===== src/rtl/rtc_bus_pkg.sv =====
// -----------------------------------------------------------------------------
// rtc_bus_pkg
// Shared constants and types for the RTC bus responder:
//   - register map addresses on the multiplexed address/data RTC bus
//   - reset values of the time-of-day and bus registers
//   - BCD wrap limits for seconds, minutes and hours
//   - control register bit positions
//   - a BCD range-check helper used by the digit-pair counters
// -----------------------------------------------------------------------------
package rtc_bus_pkg;

  // Register map
  localparam logic [7:0] ADDR_CTRL = 8'h00;
  localparam logic [7:0] ADDR_SEC  = 8'h21;
  localparam logic [7:0] ADDR_MIN  = 8'h22;
  localparam logic [7:0] ADDR_HOUR = 8'h23;

  // Reset values
  localparam logic [7:0] TIME_RST    = 8'h00;
  localparam logic [7:0] ADDR_RST    = 8'h00;
  localparam logic [7:0] BUS_OUT_RST = 8'h00;

  // BCD wrap limits (value at which the next increment wraps to 0x00)
  localparam logic [7:0] SEC_LIMIT  = 8'h59;
  localparam logic [7:0] MIN_LIMIT  = 8'h59;
  localparam logic [7:0] HOUR_LIMIT = 8'h23;

  // Control/status register layout
  localparam int CTRL_HALT_BIT = 0;
  localparam int CTRL_FLAG_BIT = 7;

  // Live time-of-day, one BCD byte per field
  typedef struct packed {
    logic [7:0] hour;
    logic [7:0] min;
    logic [7:0] sec;
  } rtc_time_t;

  // True when value is a legal BCD pair that does not exceed limit.
  // Values written by the controller may be illegal; those are forced
  // to 0x00 (with carry) on the next increment.
  function automatic logic bcd_in_range(input logic [7:0] value,
                                        input logic [7:0] limit);
    logic ok;
    ok = (value <= limit) && (value[3:0] <= 4'd9) && (value[7:4] <= 4'd9);
    return ok;
  endfunction

endpackage


===== src/rtl/rtc_bus_responder_bcd_pair_counter.sv =====
// -----------------------------------------------------------------------------
// bcd_pair_counter
// Combinational next-state logic for one two-digit BCD time field.
// Ports:
//   value      in  8  current BCD value of the field
//   limit      in  8  last legal value before wrapping (0x59 or 0x23)
//   inc        in  1  advance the field by one
//   load       in  1  replace the field with load_val (wins over inc)
//   load_val   in  8  value written by the bus
//   next_value out 8  value the field takes on the next clock edge
//   carry      out 1  field wrapped to 0x00 on this increment
// -----------------------------------------------------------------------------
module bcd_pair_counter
  import rtc_bus_pkg::*;
(
  input  logic [7:0] value,
  input  logic [7:0] limit,
  input  logic       inc,
  input  logic       load,
  input  logic [7:0] load_val,
  output logic [7:0] next_value,
  output logic       carry
);

  // Next value and carry: a bus load discards any increment arriving this cycle
  always_comb begin
    next_value = value;
    carry      = 1'b0;
    if (load) begin
      next_value = load_val;
      carry      = 1'b0;
    end else if (inc) begin
      if (!bcd_in_range(value, limit) || (value == limit)) begin
        // Wrap at the limit; illegal contents recover the same way
        next_value = 8'h00;
        carry      = 1'b1;
      end else if (value[3:0] == 4'd9) begin
        next_value = {value[7:4] + 4'd1, 4'd0};
        carry      = 1'b0;
      end else begin
        next_value = {value[7:4], value[3:0] + 4'd1};
        carry      = 1'b0;
      end
    end else begin
      next_value = value;
      carry      = 1'b0;
    end
  end

endmodule


===== src/rtl/rtc_bus_responder.sv =====
// -----------------------------------------------------------------------------
// rtc_bus_responder
// Far-end responder for the multiplexed address/data RTC bus. Holds a 24-hour
// BCD time of day advanced by an internal prescaler, plus a control/status
// register (bit0 halt, bit7 tick flag cleared by reading it).
// Parameters:
//   TICK_DIV  clk cycles per one-second tick (>= 2)
// Ports:
//   clk       in  1  system clock
//   reset     in  1  synchronous, active-high reset
//   cs_n      in  1  chip select, active low
//   rd_n      in  1  read strobe, active low (action on falling edge)
//   wr_n      in  1  write strobe, active low (action on rising edge)
//   a_d       in  1  0 = address phase, 1 = data phase
//   bus_in    in  8  bus value driven by the controller
//   bus_out   out 8  read data (holds last value after bus_oe drops)
//   bus_oe    out 1  responder drives the bus
//   sec_bcd   out 8  live seconds, BCD
//   min_bcd   out 8  live minutes, BCD
//   hour_bcd  out 8  live hours, BCD
//   tick_1hz  out 1  one-cycle pulse per second tick
// -----------------------------------------------------------------------------
module rtc_bus_responder
  import rtc_bus_pkg::*;
#(
  parameter int TICK_DIV = 100000000
) (
  input  logic       clk,
  input  logic       reset,
  input  logic       cs_n,
  input  logic       rd_n,
  input  logic       wr_n,
  input  logic       a_d,
  input  logic [7:0] bus_in,
  output logic [7:0] bus_out,
  output logic       bus_oe,
  output logic [7:0] sec_bcd,
  output logic [7:0] min_bcd,
  output logic [7:0] hour_bcd,
  output logic       tick_1hz
);

  localparam int                  PRESC_W    = $clog2(TICK_DIV);
  localparam logic [PRESC_W-1:0]  PRESC_LAST = PRESC_W'(TICK_DIV - 1);
  localparam logic [PRESC_W-1:0]  PRESC_ZERO = {PRESC_W{1'b0}};

  // Registers
  logic               wr_prev_r;
  logic               rd_prev_r;
  logic [7:0]         addr_r;
  logic               halt_r;
  logic               tick_flag_r;
  logic [PRESC_W-1:0] presc_r;
  rtc_time_t          time_r;

  // Decoded bus events and next-state signals
  logic               wr_edge_s;
  logic               addr_wr_s;
  logic               data_wr_s;
  logic               ctrl_wr_s;
  logic               sec_wr_s;
  logic               min_wr_s;
  logic               hour_wr_s;
  logic               rd_edge_s;
  logic               ctrl_rd_s;
  logic [7:0]         read_data_s;
  logic [PRESC_W-1:0] presc_next_s;
  logic               tick_s;
  logic [7:0]         sec_next_s;
  logic [7:0]         min_next_s;
  logic [7:0]         hour_next_s;
  logic               sec_carry_s;
  logic               min_carry_s;
  logic               day_carry_unused;

  // Write strobe rising edge with chip selected; a_d selects address or data
  assign wr_edge_s = !wr_prev_r && wr_n && !cs_n;
  assign addr_wr_s = wr_edge_s && !a_d;
  assign data_wr_s = wr_edge_s && a_d;
  assign ctrl_wr_s = data_wr_s && (addr_r == ADDR_CTRL);
  assign sec_wr_s  = data_wr_s && (addr_r == ADDR_SEC);
  assign min_wr_s  = data_wr_s && (addr_r == ADDR_MIN);
  assign hour_wr_s = data_wr_s && (addr_r == ADDR_HOUR);

  // Read strobe falling edge in the data phase. wr_n must be high in both
  // the current and previous sample, so any overlap with a write strobe
  // leaves only the write to take effect.
  assign rd_edge_s = rd_prev_r && !rd_n && !cs_n && a_d && wr_n && wr_prev_r;
  assign ctrl_rd_s = rd_edge_s && (addr_r == ADDR_CTRL);

  // Read data mux: unmapped addresses read as zero
  always_comb begin
    read_data_s = 8'h00;
    case (addr_r)
      ADDR_CTRL: begin
        read_data_s                = 8'h00;
        read_data_s[CTRL_FLAG_BIT] = tick_flag_r;
        read_data_s[CTRL_HALT_BIT] = halt_r;
      end
      ADDR_SEC:  read_data_s = time_r.sec;
      ADDR_MIN:  read_data_s = time_r.min;
      ADDR_HOUR: read_data_s = time_r.hour;
      default:   read_data_s = 8'h00;
    endcase
  end

  // Prescaler: held at zero while halted; a seconds write restarts the
  // second and cancels a tick that would have landed on the same edge
  always_comb begin
    presc_next_s = presc_r;
    tick_s       = 1'b0;
    if (halt_r || sec_wr_s) begin
      presc_next_s = PRESC_ZERO;
      tick_s       = 1'b0;
    end else if (presc_r == PRESC_LAST) begin
      presc_next_s = PRESC_ZERO;
      tick_s       = 1'b1;
    end else begin
      presc_next_s = presc_r + PRESC_W'(1'b1);
      tick_s       = 1'b0;
    end
  end

  // Seconds field: advanced by the tick, overwritten by a bus write
  bcd_pair_counter u_sec (
    .value      (time_r.sec),
    .limit      (SEC_LIMIT),
    .inc        (tick_s),
    .load       (sec_wr_s),
    .load_val   (bus_in),
    .next_value (sec_next_s),
    .carry      (sec_carry_s)
  );

  // Minutes field: a bus write discards the carry from seconds
  bcd_pair_counter u_min (
    .value      (time_r.min),
    .limit      (MIN_LIMIT),
    .inc        (sec_carry_s),
    .load       (min_wr_s),
    .load_val   (bus_in),
    .next_value (min_next_s),
    .carry      (min_carry_s)
  );

  // Hours field: wraps at 23, the day carry has no consumer
  bcd_pair_counter u_hour (
    .value      (time_r.hour),
    .limit      (HOUR_LIMIT),
    .inc        (min_carry_s),
    .load       (hour_wr_s),
    .load_val   (bus_in),
    .next_value (hour_next_s),
    .carry      (day_carry_unused)
  );

  // Strobe history for edge detection; wr_prev resets high and rd_prev low
  // so a strobe already low at reset release does nothing until it goes high
  always_ff @(posedge clk) begin
    if (reset) begin
      wr_prev_r <= 1'b1;
      rd_prev_r <= 1'b0;
    end else begin
      wr_prev_r <= wr_n;
      rd_prev_r <= rd_n;
    end
  end

  // Address latch, halt bit and tick flag (a tick sets the flag even when
  // the control register is read on the same edge)
  always_ff @(posedge clk) begin
    if (reset) begin
      addr_r      <= ADDR_RST;
      halt_r      <= 1'b0;
      tick_flag_r <= 1'b0;
    end else begin
      if (addr_wr_s) begin
        addr_r <= bus_in;
      end
      if (ctrl_wr_s) begin
        halt_r <= bus_in[CTRL_HALT_BIT];
      end
      if (tick_s) begin
        tick_flag_r <= 1'b1;
      end else if (ctrl_rd_s) begin
        tick_flag_r <= 1'b0;
      end
    end
  end

  // Time of day, prescaler and tick pulse
  always_ff @(posedge clk) begin
    if (reset) begin
      time_r   <= '{hour: TIME_RST, min: TIME_RST, sec: TIME_RST};
      presc_r  <= PRESC_ZERO;
      tick_1hz <= 1'b0;
    end else begin
      time_r   <= '{hour: hour_next_s, min: min_next_s, sec: sec_next_s};
      presc_r  <= presc_next_s;
      tick_1hz <= tick_s;
    end
  end

  // Read response: data captured at the read edge, driven until the
  // strobe or chip select is seen high; bus_out keeps its last value
  always_ff @(posedge clk) begin
    if (reset) begin
      bus_out <= BUS_OUT_RST;
      bus_oe  <= 1'b0;
    end else if (rd_edge_s) begin
      bus_out <= read_data_s;
      bus_oe  <= 1'b1;
    end else if (bus_oe && (rd_n || cs_n)) begin
      bus_oe  <= 1'b0;
    end
  end

  assign sec_bcd  = time_r.sec;
  assign min_bcd  = time_r.min;
  assign hour_bcd = time_r.hour;

endmodule


===== config.mk =====
export PLATFORM = sky130hd
export DESIGN_NAME = rtc_bus_responder
export DESIGN_NICKNAME = d
export VERILOG_FILES = /design/src/rtl/rtc_bus_pkg.sv /design/src/rtl/rtc_bus_responder_bcd_pair_counter.sv /design/src/rtl/rtc_bus_responder.sv
export SDC_FILE = /design/constraint.sdc
export NUM_CORES = 1
export LEC_CHECK = 0
export BUFFER_PORTS_ARGS = -buffer_cell sky130_fd_sc_hd__clkbuf_2
export CAP_MARGIN = 20
export CORE_ASPECT_RATIO = 1.1
export CORE_MARGIN = 5
export CORE_UTILIZATION = 60
export CTS_BUF_LIST = sky130_fd_sc_hd__clkbuf_4
export DETAILED_ROUTE_END_ITERATION = 10
export GPL_TIMING_DRIVEN = 1
export HOLD_SLACK_MARGIN = 0.05
export PLACE_DENSITY = 0.91
export SYNTH_ARGS = -nofsm -noshare
export SYNTH_HDL_FRONTEND = slang
export SYNTH_SLANG_ARGS = --single-unit

===== constraint.sdc =====
create_clock -name clk -period 2.3 [get_ports clk]
set_input_delay 0.46 -clock clk [delete_from_list [all_inputs] [get_ports clk]]
set_output_delay 0.46 -clock clk [all_outputs]
set_load 0.05 [all_outputs]

# After elaboration in Yosys (flattened, before gate mapping)
# Index checks and enable logic that the tools add are counted.
# totals
regBits	73
word_cells	112
output_inout_bits	34
# classes
muxes	25
n_addsub	7
n_reduce_logical	46
order_cmp	9
n_eq_ne	10
# ops
cell	n
$mux 8	12
$eq 8x6->1 const B	4
$pmux 8 s4	1
$add 27x1->27 const B	1
$eq 27x27->1 const B	1
$add 4x1->4 const B	6
$le 4x4->1 const B	6
$logic_and 1x1->1	21
$eq 8x7->1 const B	2
$le 8x7->1 const B	2
$eq 4x4->1 const B	3
$mux 1	12
$reduce_bool 2->1	5
$reduce_bool 3->1	3
$le 8x6->1 const B	1
$logic_not 8->1	1
$logic_not 1->1	7
$reduce_and 2->1	3
$logic_or 1x1->1	5
$reduce_or 3->1	1

# Logic depth before layout (Yosys ltp)
# depth
word_depth	13
ltp_mapped	8
mapped_depth_nobuf	8

# Hierarchy
# A second synthesis with hierarchy kept.
# hier_totals
cells_unflattened	553
area_unflattened_um2	4678.2
# modules_own_cells
module	area_each_um2	n_inst	cells_each	seq_area_each_um2
rtc_bus_responder	2936.6	1	316	1461.4
bcd_pair_counter	580.6	3	79	0.0

# Worst setup path before layout
# No wires, ideal clock.
# synth_timing
kind	register -> register
from	register time_r, in the netlist sec_bcd[0]
to	register time_r, in the netlist hour_bcd[4]
required_time_ns	2.165
stages_incl_launch_ff	8
slack_ns	0.142
t_arrival_ns	2.023
synth_period_minus_slack_ns	2.158
setup_ns	0.135
cell_sequence	dfxtp_1 clkbuf_1 nand4bb_1 o211ai_2 and4_4 nand3_1 o21ai_0 a211oi_1
# synth_between
elab_chain_cells	12
elab_cells_between_ends	14
# synth_lines
item	line	text
from (decl)	rtc_bus_responder.sv:54	rtc_time_t time_r;
from (signal assigned)	rtc_bus_responder.sv:194	time_r <= '{hour: TIME_RST, min: TIME_RST, sec: TIME_RST};
from (signal assigned)	rtc_bus_responder.sv:198	time_r <= '{hour: hour_next_s, min: min_next_s, sec: sec_next_s};
$le 8x7->1 or $le 4x4->1 (tied branches)	rtc_bus_pkg.sv:45	ok = (value <= limit) && (value[3:0] <= 4'd9) && (value[7:4] <= 4'd9);
$logic_and 1x1->1 (2 in a row)	rtc_bus_pkg.sv:45	
$logic_not 1->1	rtc_bus_responder_bcd_pair_counter.sv:33	if (!bcd_in_range(value, limit) || (value == limit)) begin
$logic_or 1x1->1 (*)	rtc_bus_responder_bcd_pair_counter.sv:33	
$mux 1 (*)	rtc_bus_responder_bcd_pair_counter.sv:33	
$mux 1 (*)	rtc_bus_responder_bcd_pair_counter.sv:32	end else if (inc) begin
$mux 1 (*)	rtc_bus_responder_bcd_pair_counter.sv:29	if (load) begin
$mux 1 (*)	rtc_bus_responder_bcd_pair_counter.sv:32	
$mux 1 (*)	rtc_bus_responder_bcd_pair_counter.sv:29	
$reduce_bool 2->1 (no line) (*)	n/a	
$reduce_and 2->1 (no line) (*)	n/a	
# Every way passes the cells marked *; elsewhere a longest branch is shown, timed or not.
# A chain may end at the register's enable or synchronous reset.

# Worst setup path in the final report
# layout_timing
from	register presc_r[10]
to	register time_r, in the netlist min_bcd[2]
# layout_between
elab_chain_cells	6
# layout_lines
item	line	text
from (decl)	rtc_bus_responder.sv:53	logic [PRESC_W-1:0] presc_r;
from (signal assigned)	rtc_bus_responder.sv:199	presc_r <= presc_next_s;
$eq 27x27->1	rtc_bus_responder.sv:115	end else if (presc_r == PRESC_LAST) begin
$mux 1	rtc_bus_responder.sv:115	
$mux 1	rtc_bus_responder.sv:112	if (halt_r || sec_wr_s) begin
$mux 1	rtc_bus_responder_bcd_pair_counter.sv:32	
$mux 1	rtc_bus_responder_bcd_pair_counter.sv:29	
$reduce_bool 2->1 (no line)	n/a	
# No other way between the ends.

==> results.md <==
- Yosys attributes the largest share of cell area to dfxtp_1 (37%), nand2_1 (6.1%), nor2_1 (6.0%).
- The average cell area after synthesis is 8.08 um2.
- The total setup violations reported at the end of the flow is 0.
- The main flop type after synthesis is dfxtp_1.
- The setup fix buffers added after clock tree synthesis is 0.
- In this run the critical register-to-register path is launched from presc_r[10].
- The row count is 31.
- In this run the biggest area consumer among cell types represents 37.0% of the synthesized area.
- The synthesized netlist devotes 31.7% of its cell area to simple gates.
- The area growth from synthesis to layout is 13.6%.
- The H-tree depth reported by CTS is 3.
- In this run the most critical hold path is launched from wr_n.
- Entering global routing, the biggest net connects 48 pins.
- The flow ran to the end, and the final reports show no timing, DRC or antenna violations.
- After synthesis, the largest family of logic cells by area is simple AND/OR/NAND/NOR gates.
- Setup repair after global routing left no endpoint under its margin.
- The most critical setup path has its startpoint at presc_r[10].
- For this run the aggregate overflow at the end of global routing stands at 0.
- Hold timing on the final database bottoms out at a slack of 0.217 ns.
- The clock tree from TritonCTS is done.
- Global routing used 43.1% of the available met2 tracks.
- The count of buffers from port buffering is 47.
- The endpoint class of the critical path is a register.
- Counting every instance in the synthesized netlist gives 489.
- The largest total area in the synthesized netlist belongs to dfxtp_1.
- The core region is 0.00652 mm2.
- Headroom to the max-slew limit came out at 55.0%.
- The number of detailed-routing iterations run before antenna repair is 6.
- The die is 95.1 um tall.
- The initial antenna violation count is 0.
- The final critical-path required period is 2.22 ns.
- Leaving out fill and tap cells, the most frequent cells in the layout are dfxtp_1 (73), nand2_1 (64), nor2_1 (63).
- The leakage component of the power is 1.68 nW.
- The width of the die is 87.4 um.
- The worst setup path is of the register to register kind.
- The met3 global-route usage is 6.31%.
- The net count of the finished layout is 565.
- The via count of the first global-routing pass is 3613.
- For this block, the via count after detailed routing is 3808.
- The unique cell type count in the Yosys netlist is 62.
- The critical path launch point type is a register.
- The total wirelength of the detailed-routed design is 10.4 mm.
- The transition time of the tightest slew-check pin is 0.667 ns.
- For this run, the total global-route usage over all layers was measured as 25.6%.
- In this run, post-CTS hold repair placed 0 buffers.
- In this run, the number of DRC markers left after iteration 0 of detailed routing was 412.
- The detailed-route wire length per cell is 16.6 um.
- The synthesized netlist occupies a cell area of 0.00395 mm2.
- Global routing used 29.5% of the available met1 tracks.
- The share of layout cells above drive strength 1 is 19.4%.
- The count of nets left with antenna violations once routing finished came out at 0.
- The achievable clock frequency is 0.451 GHz.
- 0 antenna diodes ended up in the layout.
- The arrival time of data at the critical path endpoint is 2.58 ns.
- The highest net fanout along the worst path is 8.
- The path class of the tightest hold or removal check is input pin to register.
- The final critical path takes up 96.4% of the cycle.
- Max-cap violations in this run came to 0.
- Clock tree synthesis inserted a total of 9 buffers.
- The top-level I/O count is 48.
- The setup clock skew after layout is 0.0211 ns.
- After clock tree synthesis, the clock-pin slew on the worst setup and hold paths is 0.14 ns.
- The synthesized netlist devotes 5.54% of its cell area to XOR and XNOR gates.
- The clock sink total is 73.
- Yosys printed 0 warnings.
- For this configuration, the core starts out at a cell density of 60.7%.
- The fraction of the mapped netlist area in adder cells is 3.17%.
- The clock root buffer is clkbuf_4.
- The portion of synthesized area spent on multiplexers is 2.91%.
- The final-layout setup total negative slack is 0 ns.
- The hold violation count in the final report was 0.
- Counting flops with a built-in enable in the synthesized netlist gives 0.
- The via count normalized by instance count is 6.06.
- The maximum clock insertion buffer count is 2.
- The max-slew violation count is 0.
- The number of nets handed over by synthesis was 513.
- The maximum resistive drop on vdd is 0.399 mV.
- The first global-routing pass estimated 16.8 mm of wire.
- The share of the synthesized area in compound gates (AO/OA/AOI/OAI) is 16.1%.
- Detailed placement ended at an HPWL of 7.50 mm.
- The fraction of synthesis flops using an asynchronous set or reset pin is 0%.
- Clock latency on the worst-skew pair, taken at its later pin, is 0.46 ns.
- The floorplan step defined a die boundary enclosing 0.00831 mm2.
- The most common library cell in the layout ignoring fill and taps is dfxtp_1.
- The layer flagged by global routing as most heavily used is met2.
- Power spread over the standard cell area amounts to 512 mW/mm2.
- The sequential-to-total area share from yosys stat is 37.0%.
- For this run, design rule violations remaining after detail routing come to 0.
- At the worst endpoint, the required time is 2.67 ns.
- At the end of routability-driven placement, the weighted congestion stood at 0.959.
- Synthesis inferred 73 register bits.
-- per-stage QoR --
| stage | worst slack, ns | power [mW] | util, % | instance area (um2) | instances |
|---|---|---|---|---|---|
| 6_report | 0.0828 | 2.30 | 68.9 | 4490 | 628 |
| 5_1_grt | 0.00309 | 2.36 | 68.9 | 4490 | 628 |
| 4_1_cts | 0.115 | 2.30 | 68.8 | 4490 | 628 |
| 3_5_place_dp | 0.130 | 1.39 | 66.4 | 4320 | 612 |
| 3_3_place_gp | 0.248 | 1.39 | 66.4 | 4320 | 612 |
| 2_1_floorplan | 0.142 | 1.35 | - | 3950 | 489 |
-- final timing paths --
check,end,slack [ns],cells after the start
setup / recovery,min_bcd[2],0.08,6
hold / removal,wr_prev_r,0.22,2
setup reg to reg,min_bcd[2],0.08,6
hold reg to reg,bus_oe,0.47,2
-- critical path, stage by stage (launching register included) --
cell and delay, ns:
dfxtp_1 0.37, or3_1 0.46, nor4_4 0.33, nand4_2 0.28, nor3_2 0.32, nand4_1 0.15
a31oi_1 0.22
-- state kept, by name, summed over array words and instances, names as in the netlist --
name         flops
addr_r           8
bus_oe           1
bus_out          8
halt_r           1
hour_bcd         8
min_bcd          8
presc_r         27
rd_prev_r        1
sec_bcd          8
tick_1hz         1
tick_flag_r      1
wr_prev_r        1
-- Yosys cell counts (10+ instances only) --
cell,number
dfxtp_1,73
nand2_1,64
nor2_1,63
a21oi_1,41
o21ai_0,20
clkbuf_1,17
nand4_1,17
nor3_1,17
nand3_1,15
xnor2_1,14
inv_1,13
a22oi_1,11
xor2_1,11
ha_1,10
-- where the power goes --
group          total [mW]  switching, mW  internal, mW
Clock               0.936          0.496         0.440
Sequential           1.28        0.00799          1.27
Combinational      0.0837         0.0583        0.0254
Total                2.30          0.563          1.74
-- logic make-up after synthesis --
family | Yosys count
flip-flops | 73
adder cells (fa/ha/maj) | 10
AO/OA/AOI/OAI | 102
XOR/XNOR | 25
AND/OR/NAND/NOR | 232
multiplexers | 11
buffers and inverters | 36
-- timing repair --
item	4_1_cts	5_1_grt
setup endpoints to repair	0	5
endpoints found under the hold margin	0	0
resized for setup	0	1
-- layer usage --
layer	share of wire, %	up-vias	routed length [um]
li1	-	1844	-
met2	49	173	5110
met5	0	-	0
met4	4.4	0	459
met1	39	1748	4010
met3	7.8	43	813
-- area by class of cell --
cell class	instances	area, um2
flip-flops and latches	73	1460
clock buffers	9	67.6
well taps	82	103
fillers	537	2030
clock inverters	7	93.8
repair buffers	64	363
inverters	13	48.8
multi-input cells	380	2350
(Power assumes the default switching activity.)
